[config.mk]
export PLATFORM = sky130hd
export DESIGN_NAME = regfile_sb
export DESIGN_NICKNAME = d
export VERILOG_FILES = /design/src/rtl/regfile_sb.sv
export SDC_FILE = /design/constraint.sdc
export NUM_CORES = 2
export LEC_CHECK = 0
export ABC_CLOCK_PERIOD_IN_PS = 6290
export CAP_MARGIN = 20
export CORE_MARGIN = 3
export CORE_UTILIZATION = 50
export CTS_CLUSTER_DIAMETER = 120
export DETAILED_ROUTE_END_ITERATION = 10
export PLACE_DENSITY = 0.78
export REMOVE_ABC_BUFFERS = 1
export SETUP_SLACK_MARGIN = 0.2
export SYNTH_ARGS = -nofsm -noshare
export SYNTH_HDL_FRONTEND = slang
export SYNTH_SLANG_ARGS = --single-unit
[constraint.sdc]
create_clock -name clock -period 6.29 [get_ports clock]
set_input_delay 1.258 -clock clock [delete_from_list [all_inputs] [get_ports clock]]
set_output_delay 1.258 -clock clock [all_outputs]
set_load 0.005 [all_outputs]
[src/rtl/regfile_sb.sv]
// RV32-style integer register file with an issue-side scoreboard of per-register pending-write counters.
// Optional: define REGFILE_WB_BYPASS_EN to forward same-cycle writeback data into the issuing operands.
module regfile_sb #(
  parameter int unsigned XLEN   = 32,
  parameter int unsigned NREGS  = 32,
  parameter int unsigned PEND_W = 2,
  localparam int unsigned RW    = $clog2(NREGS)
) (
  input  logic            clock,
  input  logic            reset_n,
  input  logic [31:0]     instr,
  input  logic            instr_valid,
  output logic            instr_ready,
  input  logic            wb_valid,
  input  logic [RW-1:0]   wb_rd,
  input  logic [XLEN-1:0] wb_data,
  output logic            op_valid,
  output logic [RW-1:0]   op_rd,
  output logic [XLEN-1:0] rs1_data,
  output logic [XLEN-1:0] rs2_data,
  output logic            stall
);

  localparam logic [6:0] OpReg    = 7'b0110011;
  localparam logic [6:0] OpImm    = 7'b0010011;
  localparam logic [6:0] OpLoad   = 7'b0000011;
  localparam logic [6:0] OpJalr   = 7'b1100111;
  localparam logic [6:0] OpStore  = 7'b0100011;
  localparam logic [6:0] OpBranch = 7'b1100011;
  localparam logic [6:0] OpLui    = 7'b0110111;
  localparam logic [6:0] OpAuipc  = 7'b0010111;
  localparam logic [6:0] OpJal    = 7'b1101111;

  localparam logic [PEND_W-1:0] PendMax = '1;
  localparam logic [PEND_W-1:0] PendOne = PEND_W'(1);

  logic [XLEN-1:0]   regs_q [NREGS];
  logic [PEND_W-1:0] pend_q [NREGS];
  logic [PEND_W-1:0] pend_d [NREGS];

  logic            op_valid_q, op_valid_d;
  logic [RW-1:0]   op_rd_q, op_rd_d;
  logic [XLEN-1:0] rs1_q, rs1_d;
  logic [XLEN-1:0] rs2_q, rs2_d;

  logic [6:0]    opcode;
  logic [RW-1:0] rd_idx, rs1_idx, rs2_idx;
  logic          dec_rs1, dec_rs2, dec_rd;
  logic          rs1_used, rs2_used, rd_used;
  logic          rs1_fwd, rs2_fwd;
  logic          rs1_relax, rs2_relax;
  logic          rs1_haz, rs2_haz, rd_full;
  logic          fire;
  logic          wb_en;
  logic          unused_instr_bits;

  assign opcode  = instr[6:0];
  assign rd_idx  = instr[7 +: RW];
  assign rs1_idx = instr[15 +: RW];
  assign rs2_idx = instr[20 +: RW];

  assign unused_instr_bits = ^{instr[31:25], instr[14:12]};

  always_comb begin
    dec_rs1 = 1'b0;
    dec_rs2 = 1'b0;
    dec_rd  = 1'b0;
    case (opcode)
      OpReg: begin
        dec_rs1 = 1'b1;
        dec_rs2 = 1'b1;
        dec_rd  = 1'b1;
      end
      OpImm, OpLoad, OpJalr: begin
        dec_rs1 = 1'b1;
        dec_rd  = 1'b1;
      end
      OpStore, OpBranch: begin
        dec_rs1 = 1'b1;
        dec_rs2 = 1'b1;
      end
      OpLui, OpAuipc, OpJal: begin
        dec_rd = 1'b1;
      end
      default: ;
    endcase
  end

  // x0 never takes part in hazard tracking.
  assign rs1_used = dec_rs1 && (rs1_idx != '0);
  assign rs2_used = dec_rs2 && (rs2_idx != '0);
  assign rd_used  = dec_rd  && (rd_idx  != '0);

  assign wb_en = wb_valid && (wb_rd != '0);

`ifdef REGFILE_WB_BYPASS_EN
  assign rs1_fwd   = wb_en && (wb_rd == rs1_idx);
  assign rs2_fwd   = wb_en && (wb_rd == rs2_idx);
  // The last outstanding write landing this cycle satisfies the dependency.
  assign rs1_relax = rs1_fwd && (pend_q[rs1_idx] == PendOne);
  assign rs2_relax = rs2_fwd && (pend_q[rs2_idx] == PendOne);
`else
  assign rs1_fwd   = 1'b0;
  assign rs2_fwd   = 1'b0;
  assign rs1_relax = 1'b0;
  assign rs2_relax = 1'b0;
`endif

  assign rs1_haz = rs1_used && (pend_q[rs1_idx] != '0) && !rs1_relax;
  assign rs2_haz = rs2_used && (pend_q[rs2_idx] != '0) && !rs2_relax;
  assign rd_full = rd_used && (pend_q[rd_idx] == PendMax);

  assign stall       = instr_valid && (rs1_haz || rs2_haz || rd_full);
  assign instr_ready = !stall;
  assign fire        = instr_valid && !stall;

  always_comb begin
    op_valid_d = fire;
    op_rd_d    = op_rd_q;
    rs1_d      = rs1_q;
    rs2_d      = rs2_q;
    if (fire) begin
      op_rd_d = rd_used ? rd_idx : '0;
      if (!rs1_used) begin
        rs1_d = '0;
      end else if (rs1_fwd) begin
        rs1_d = wb_data;
      end else begin
        rs1_d = regs_q[rs1_idx];
      end
      if (!rs2_used) begin
        rs2_d = '0;
      end else if (rs2_fwd) begin
        rs2_d = wb_data;
      end else begin
        rs2_d = regs_q[rs2_idx];
      end
    end
  end

  // Issue increment and writeback decrement on the same register cancel out.
  always_comb begin
    for (int i = 0; i < NREGS; i++) begin
      logic inc;
      logic dec;
      inc       = fire && rd_used && (rd_idx == RW'(i));
      dec       = wb_en && (wb_rd == RW'(i)) && (pend_q[i] != '0);
      pend_d[i] = pend_q[i];
      if (inc && !dec) begin
        pend_d[i] = pend_q[i] + PendOne;
      end else if (dec && !inc) begin
        pend_d[i] = pend_q[i] - PendOne;
      end
    end
  end

  always_ff @(posedge clock or negedge reset_n) begin
    if (!reset_n) begin
      for (int i = 0; i < NREGS; i++) begin
        regs_q[i] <= '0;
      end
    end else if (wb_en) begin
      regs_q[wb_rd] <= wb_data;
    end
  end

  always_ff @(posedge clock or negedge reset_n) begin
    if (!reset_n) begin
      for (int i = 0; i < NREGS; i++) begin
        pend_q[i] <= '0;
      end
    end else begin
      for (int i = 0; i < NREGS; i++) begin
        pend_q[i] <= pend_d[i];
      end
    end
  end

  always_ff @(posedge clock or negedge reset_n) begin
    if (!reset_n) begin
      op_valid_q <= 1'b0;
      op_rd_q    <= '0;
      rs1_q      <= '0;
      rs2_q      <= '0;
    end else begin
      op_valid_q <= op_valid_d;
      op_rd_q    <= op_rd_d;
      rs1_q      <= rs1_d;
      rs2_q      <= rs2_d;
    end
  end

  assign op_valid = op_valid_q;
  assign op_rd    = op_rd_q;
  assign rs1_data = rs1_q;
  assign rs2_data = rs2_q;

endmodule

# Yosys cells after proc, flatten, opt, wreduce, memory -nomap -nowiden
# Cells that the tools add are included.
# W data, S select, Z words.
# totals
ff_bits,1158
inputBits,73
out_inout_bits,72
word_cells,614
# op_classes
add_sub_neg,64
magnitude_cmp,5
n_eq_ne,72
muxes,88
bitwise_logic,4
n_reduce_logical,313
# ops
cell,count
$bwmux W1024,1
$bmux W32 S5,2
$mux W32,7
$logic_and A1 B1 Y1,171
$demux W32 S5,1
$eq A5 B5 Y1 const B,32
$mux W2,70
$reduce_bool A2 Y1,66
$eq A5 B4 Y1 const B,16
$logic_not A1 Y1,65
$add A2 B1 Y2 const B,32
$sub A2 B1 Y2 const B,32
$eq A5 B3 Y1 const B,8
$bmux W2 S5,3
$ge A6 B6 Y1 const B,4
$not A5 Y6,4
$eq A7 B6 Y1 const B,3
$eq A7 B7 Y1 const B,3
$eq A5 B2 Y1 const B,4
$reduce_bool A5 Y1,4
$eq A7 B5 Y1 const B,2
$eq A5 B1 Y1 const B,2
$logic_not A5 Y1,2
$eq A7 B2 Y1 const B,1
8 further kinds,11

# Depth between registers and ports, before layout
# depth
word_depth,17
depth_mapped,16
ltp_nobuf,11

# Worst setup path before layout
# Ideal clock, no wire load.
# synth_path
path_kind,input port to output port
start,input instr[24]
end,output stall
t_arrival_ns,3.003
required_ns,5.032
setup_slack_ns,2.029
path_stages,7
n_path_buf,1
path_cell_list,clkbuf_1 -> or3_1 -> o311ai_4 -> a31oi_1 -> and4_1 -> or4_1 -> and2_1
# synth_via
elab_chain_len,9
word_cells_on_any_way,11
classes_between,mux: 3; bitwise: 1; reduce/logical: 7
# synth_lines
element,line_no,rtl
"start, declared",11,"input logic [31:0] instr,"
$not A5 Y6 (not written as such),110,assign rs2_haz = rs2_used && (pend_q[rs2_idx] != '0) && !rs2_relax;
$bmux W2 S5,110,
$mux W2 (not written as such) (2 in a row),110,
$reduce_bool A2 Y1,110,
$logic_and A1 B1 Y1 (*),110,
$logic_or A1 B1 Y1 (*) (2 in a row),113,assign stall = instr_valid && (rs1_haz || rs2_haz || rd_full);
$logic_and A1 B1 Y1 (*),113,
"end, declared",21,output logic stall
# Mark *: on every way between the ends. The rest lies on a longest branch, timed or not. The select of a mux whose other input is x is not followed.

# Worst setup path after layout
# layout_path
start,input instr[4]
end,output stall
# layout_via
elab_chain_len,8
word_cells_on_any_way,24
classes_between,eq/ne: 9; mux: 3; reduce/logical: 12
# layout_lines
element,line_no,rtl
$eq A7 B5 Y1 (tied with other cells),68,case (opcode)
$reduce_or A6 Y1 (no source line) or $reduce_or A3 Y1 (tied branches),-,
$mux W1,68,
"$logic_and A1 B1 Y1, on equally long branches","90, 91",
"$logic_and A1 B1 Y1, on equally long branches","109, 110",
$logic_or A1 B1 Y1,113,
$logic_or A1 B1 Y1 (*),113,
$logic_and A1 B1 Y1 (*),113,
# Mark *: on every way between the ends. The rest lies on a longest branch, timed or not.

==> reports/results.tsv <==
metric	value	unit
worst ir drop on vdd	343	uV
die width	357	um
Synth async-reset ratio	100	%
most frequent CP cell	clkdlybuf4s50_1	
synthesis warning total	0	
postcts setup bufs	0	
Worst-Margin Slew	1.19	ns
Logic pwr share	19.0	%
startpoint types	input pin	
global route overflow	0	
minimum clock period	5.36	ns
Power per Cell Area	316	nW/um^2
setup TNS	0	ns
Setup violations, final	0	
post-synthesis mux area share	42.6	%
Synth area leader	dfrtp_1	
CP Data Arrival Time	4.11	ns
register clock-pin slew on the reported worst setup and hold paths	0.06	ns
first-pass GRT wire length	264	mm
crit-path max FO	16	
core area	121000	um^2
RSZ-0062 raised after global routing	false	
filler instances	9186	
# DRC	0	
Synth Area in XOR/XNOR	1.37	%
layout cells sized above 1	47.6	%
Worst Hold Class	reg -> reg	
Clock Latency Late Sink	0.73	ns
Synth Area in Simple Gates	2.85	%
largest net degree at the start of global routing	172	
Via Count	38700	
NetSw	5.69	mW
post-synth top area share	47.2	%
adder-cell share of the synthesized area	0.652	%
crit share post-route	85.3	%
critical path's largest stage delay	0.60	ns
sequential power share	45.6	%
DR pass1 iterations	6	
fmax	186	MHz
Yosys cell types	59	
post-synthesis compound-gate area fraction	2.24	%
PortBufs	134	
WL/cell	30.9	um
commonest cells after routing, fill and taps aside	dfrtp_1 (1158), mux2_2 (998), mux4_2 (584)	
Mapped Avg Cell Area	15.1	um^2
Critical Path Slowest Stage Cell	a2111oi_0	
Req. time, crit path	5.03	ns
clock share of power	35.4	%
Int Pwr	15.9	mW
max-slew violations	0	
CTS max path bufs	3	
post-cts sizing count	0	
Max-slew headroom	20.4	%
die extent in y	357	um
final hold viol count	0	
Max-Cap Viols	0	
WL final	176	mm
critical path type	in -> out	
Layout area overhead	11.2	%
CP Capture Type	output pin	
Vias/cell	6.80	
area of the multi-input gates	30800	um^2
Synth Cell Area	61400	um^2
total CTS buffers	119	
largest family of logic cells by synthesized area	multiplexers	
1st-iter DRT viols	4381	
Initial Util	50.8	%
post-route antenna net violation count	0	
gpl congestion	0.856	
Worst Skew	0.0271	ns
vias in the first global route	40000	
GRT Total Usage	27.8	%
hold buffer count at CTS	0	
Leakage Power	29.5	nW
total clock sinks	1158	
dominant cells by area after synthesis	dfrtp_1 (47%), mux4_2 (21%), mux2_2 (18%), clkbuf_1 (1.9%), mux2i_1 (1.7%)	
fin util	56.5	%
#FFs+latches synth	1158	
post-synthesis cell count	4068	
status	finished clean	
area of the die	127000	um^2
# IOs	145	
CTS root buffer	clkbuf_16	
commonest non-fill, non-tap cell in the layout	dfrtp_1	
htree depth	3	
EDFF count, synth	0	
TritonCTS clock tree	done	
sequential-to-total area share from yosys stat	47.2	%
FF+latch area	29000	um^2
Site Rows	127	
hpwl dp	97.0	mm
initial antenna violation count	5	
Main synth FF type	dfrtp_1	
Switching Fraction	26.4	%
Cell Chain, Critical Path	clkdlybuf4s50_1 -> o21ba_1 -> o31ai_1 -> nand3_1 -> a2111oi_0 -> or4_1 -> and2_1 -> clkdlybuf4s50_1	
nets	4078	
-- flip-flops by register name, indices dropped and copies added, names as in the netlist --
register and count:
op_rd 5, op_valid 1, pend_q 64, regs_q 1024, rs1_data 32, rs2_data 32
-- kinds of logic after synthesis --
group	after synthesis
AO/OA/AOI/OAI	201
XOR/XNOR	96
adder cells (fa/ha/maj)	32
buffers and inverters	452
flip-flops	1158
multiplexers	1751
other	2
AND/OR/NAND/NOR	376
-- cell type report --
type                    instances  share of cell area, %
multi-input cells            2458                   45.0
flip-flops and latches       1158                   42.4
inverters                      13                 0.0898
well taps                    1612                   2.95
clock inverters                52                   1.10
diodes                          6                 0.0220
repair buffers                223                   3.27
clock buffers                 170                   5.11
-- Yosys cell counts (7+ instances only) --
cell      count
dfrtp_1    1158
mux2_2      998
mux4_2      584
clkbuf_1    303
nor2_1      137
mux2i_1     106
nand2_1      99
buf_2        67
xor2_1       64
mux2_1       63
buf_1        52
a21oi_1      45
a221oi_1     41
nor4_1       35
ha_1         32
o21ai_0      32
xnor2_1      32
nand3_1      28
a22oi_1      22
nor3_1       20
o211ai_1     19
or2_2        13
inv_1        11
nand3b_1     11
o21ai_1       9
nand4_1       8
a211oi_1      7
buf_8         7
-- routing by layer --
metal / up-vias / part of all wire (%) / wire length [um] / track usage [%]
met2: 2020 / 48 / 84400 / 44.2
li1: 15400 / - / - / -
met5: - / 0.015 / 27 / 0
met4: 4 / 3.7 / 6590 / 10.1
met1: 20900 / 39 / 68500 / 38.1
met3: 397 / 9.2 / 16100 / 5.92
-- stage by stage --
step                power (mW)  worst slack, ns  std cells  hold WS (ns)  area [um^2]
floorplan                 12.5            0.539       3629         0.365        59600
global placement          13.7             1.03       5462         0.377        64000
detailed placement        14.0            0.943       5463         0.383        64000
CTS                       21.6            0.920       5685         0.397        68300
global route              22.4            0.698       5687         0.412        68300
finish                    21.6            0.926       5692         0.394        68300
-- worst paths after layout --
check / from / end / slack [ns] / cells past startpoint
max in group asynchronous: reset_n / regs_q[922] / 4.19 / 3
worst max-delay path: instr[4] / stall / 0.93 / 8
worst min register to register: regs_q[992] / regs_q[992] / 0.39 / 0
worst min-delay path: regs_q[992] / regs_q[992] / 0.39 / 0
worst max register to register: pend_q[42] / pend_q[39] / 2.71 / 12
min in group asynchronous: reset_n / regs_q[874] / 0.56 / 1
-- critical path: cells and delay by family --
kind                   cells  cell delay (ns)
AOI/OAI and AO/OA          3             1.01
buffers and inverters      2             1.00
and+or+nand+nor            3             0.84
-- power by group through the flow --
stage	Combinational [mW]	Clock, mW	Sequential [mW]
after global placement	3.96	0	9.76
after detailed placement	4.08	0	9.90
after global routing	4.39	8.03	9.99
after floorplan	2.98	0	9.56
after CTS	4.11	7.72	9.79
final	4.10	7.63	9.84
Note: power is estimated with default switching activity, not from simulation.
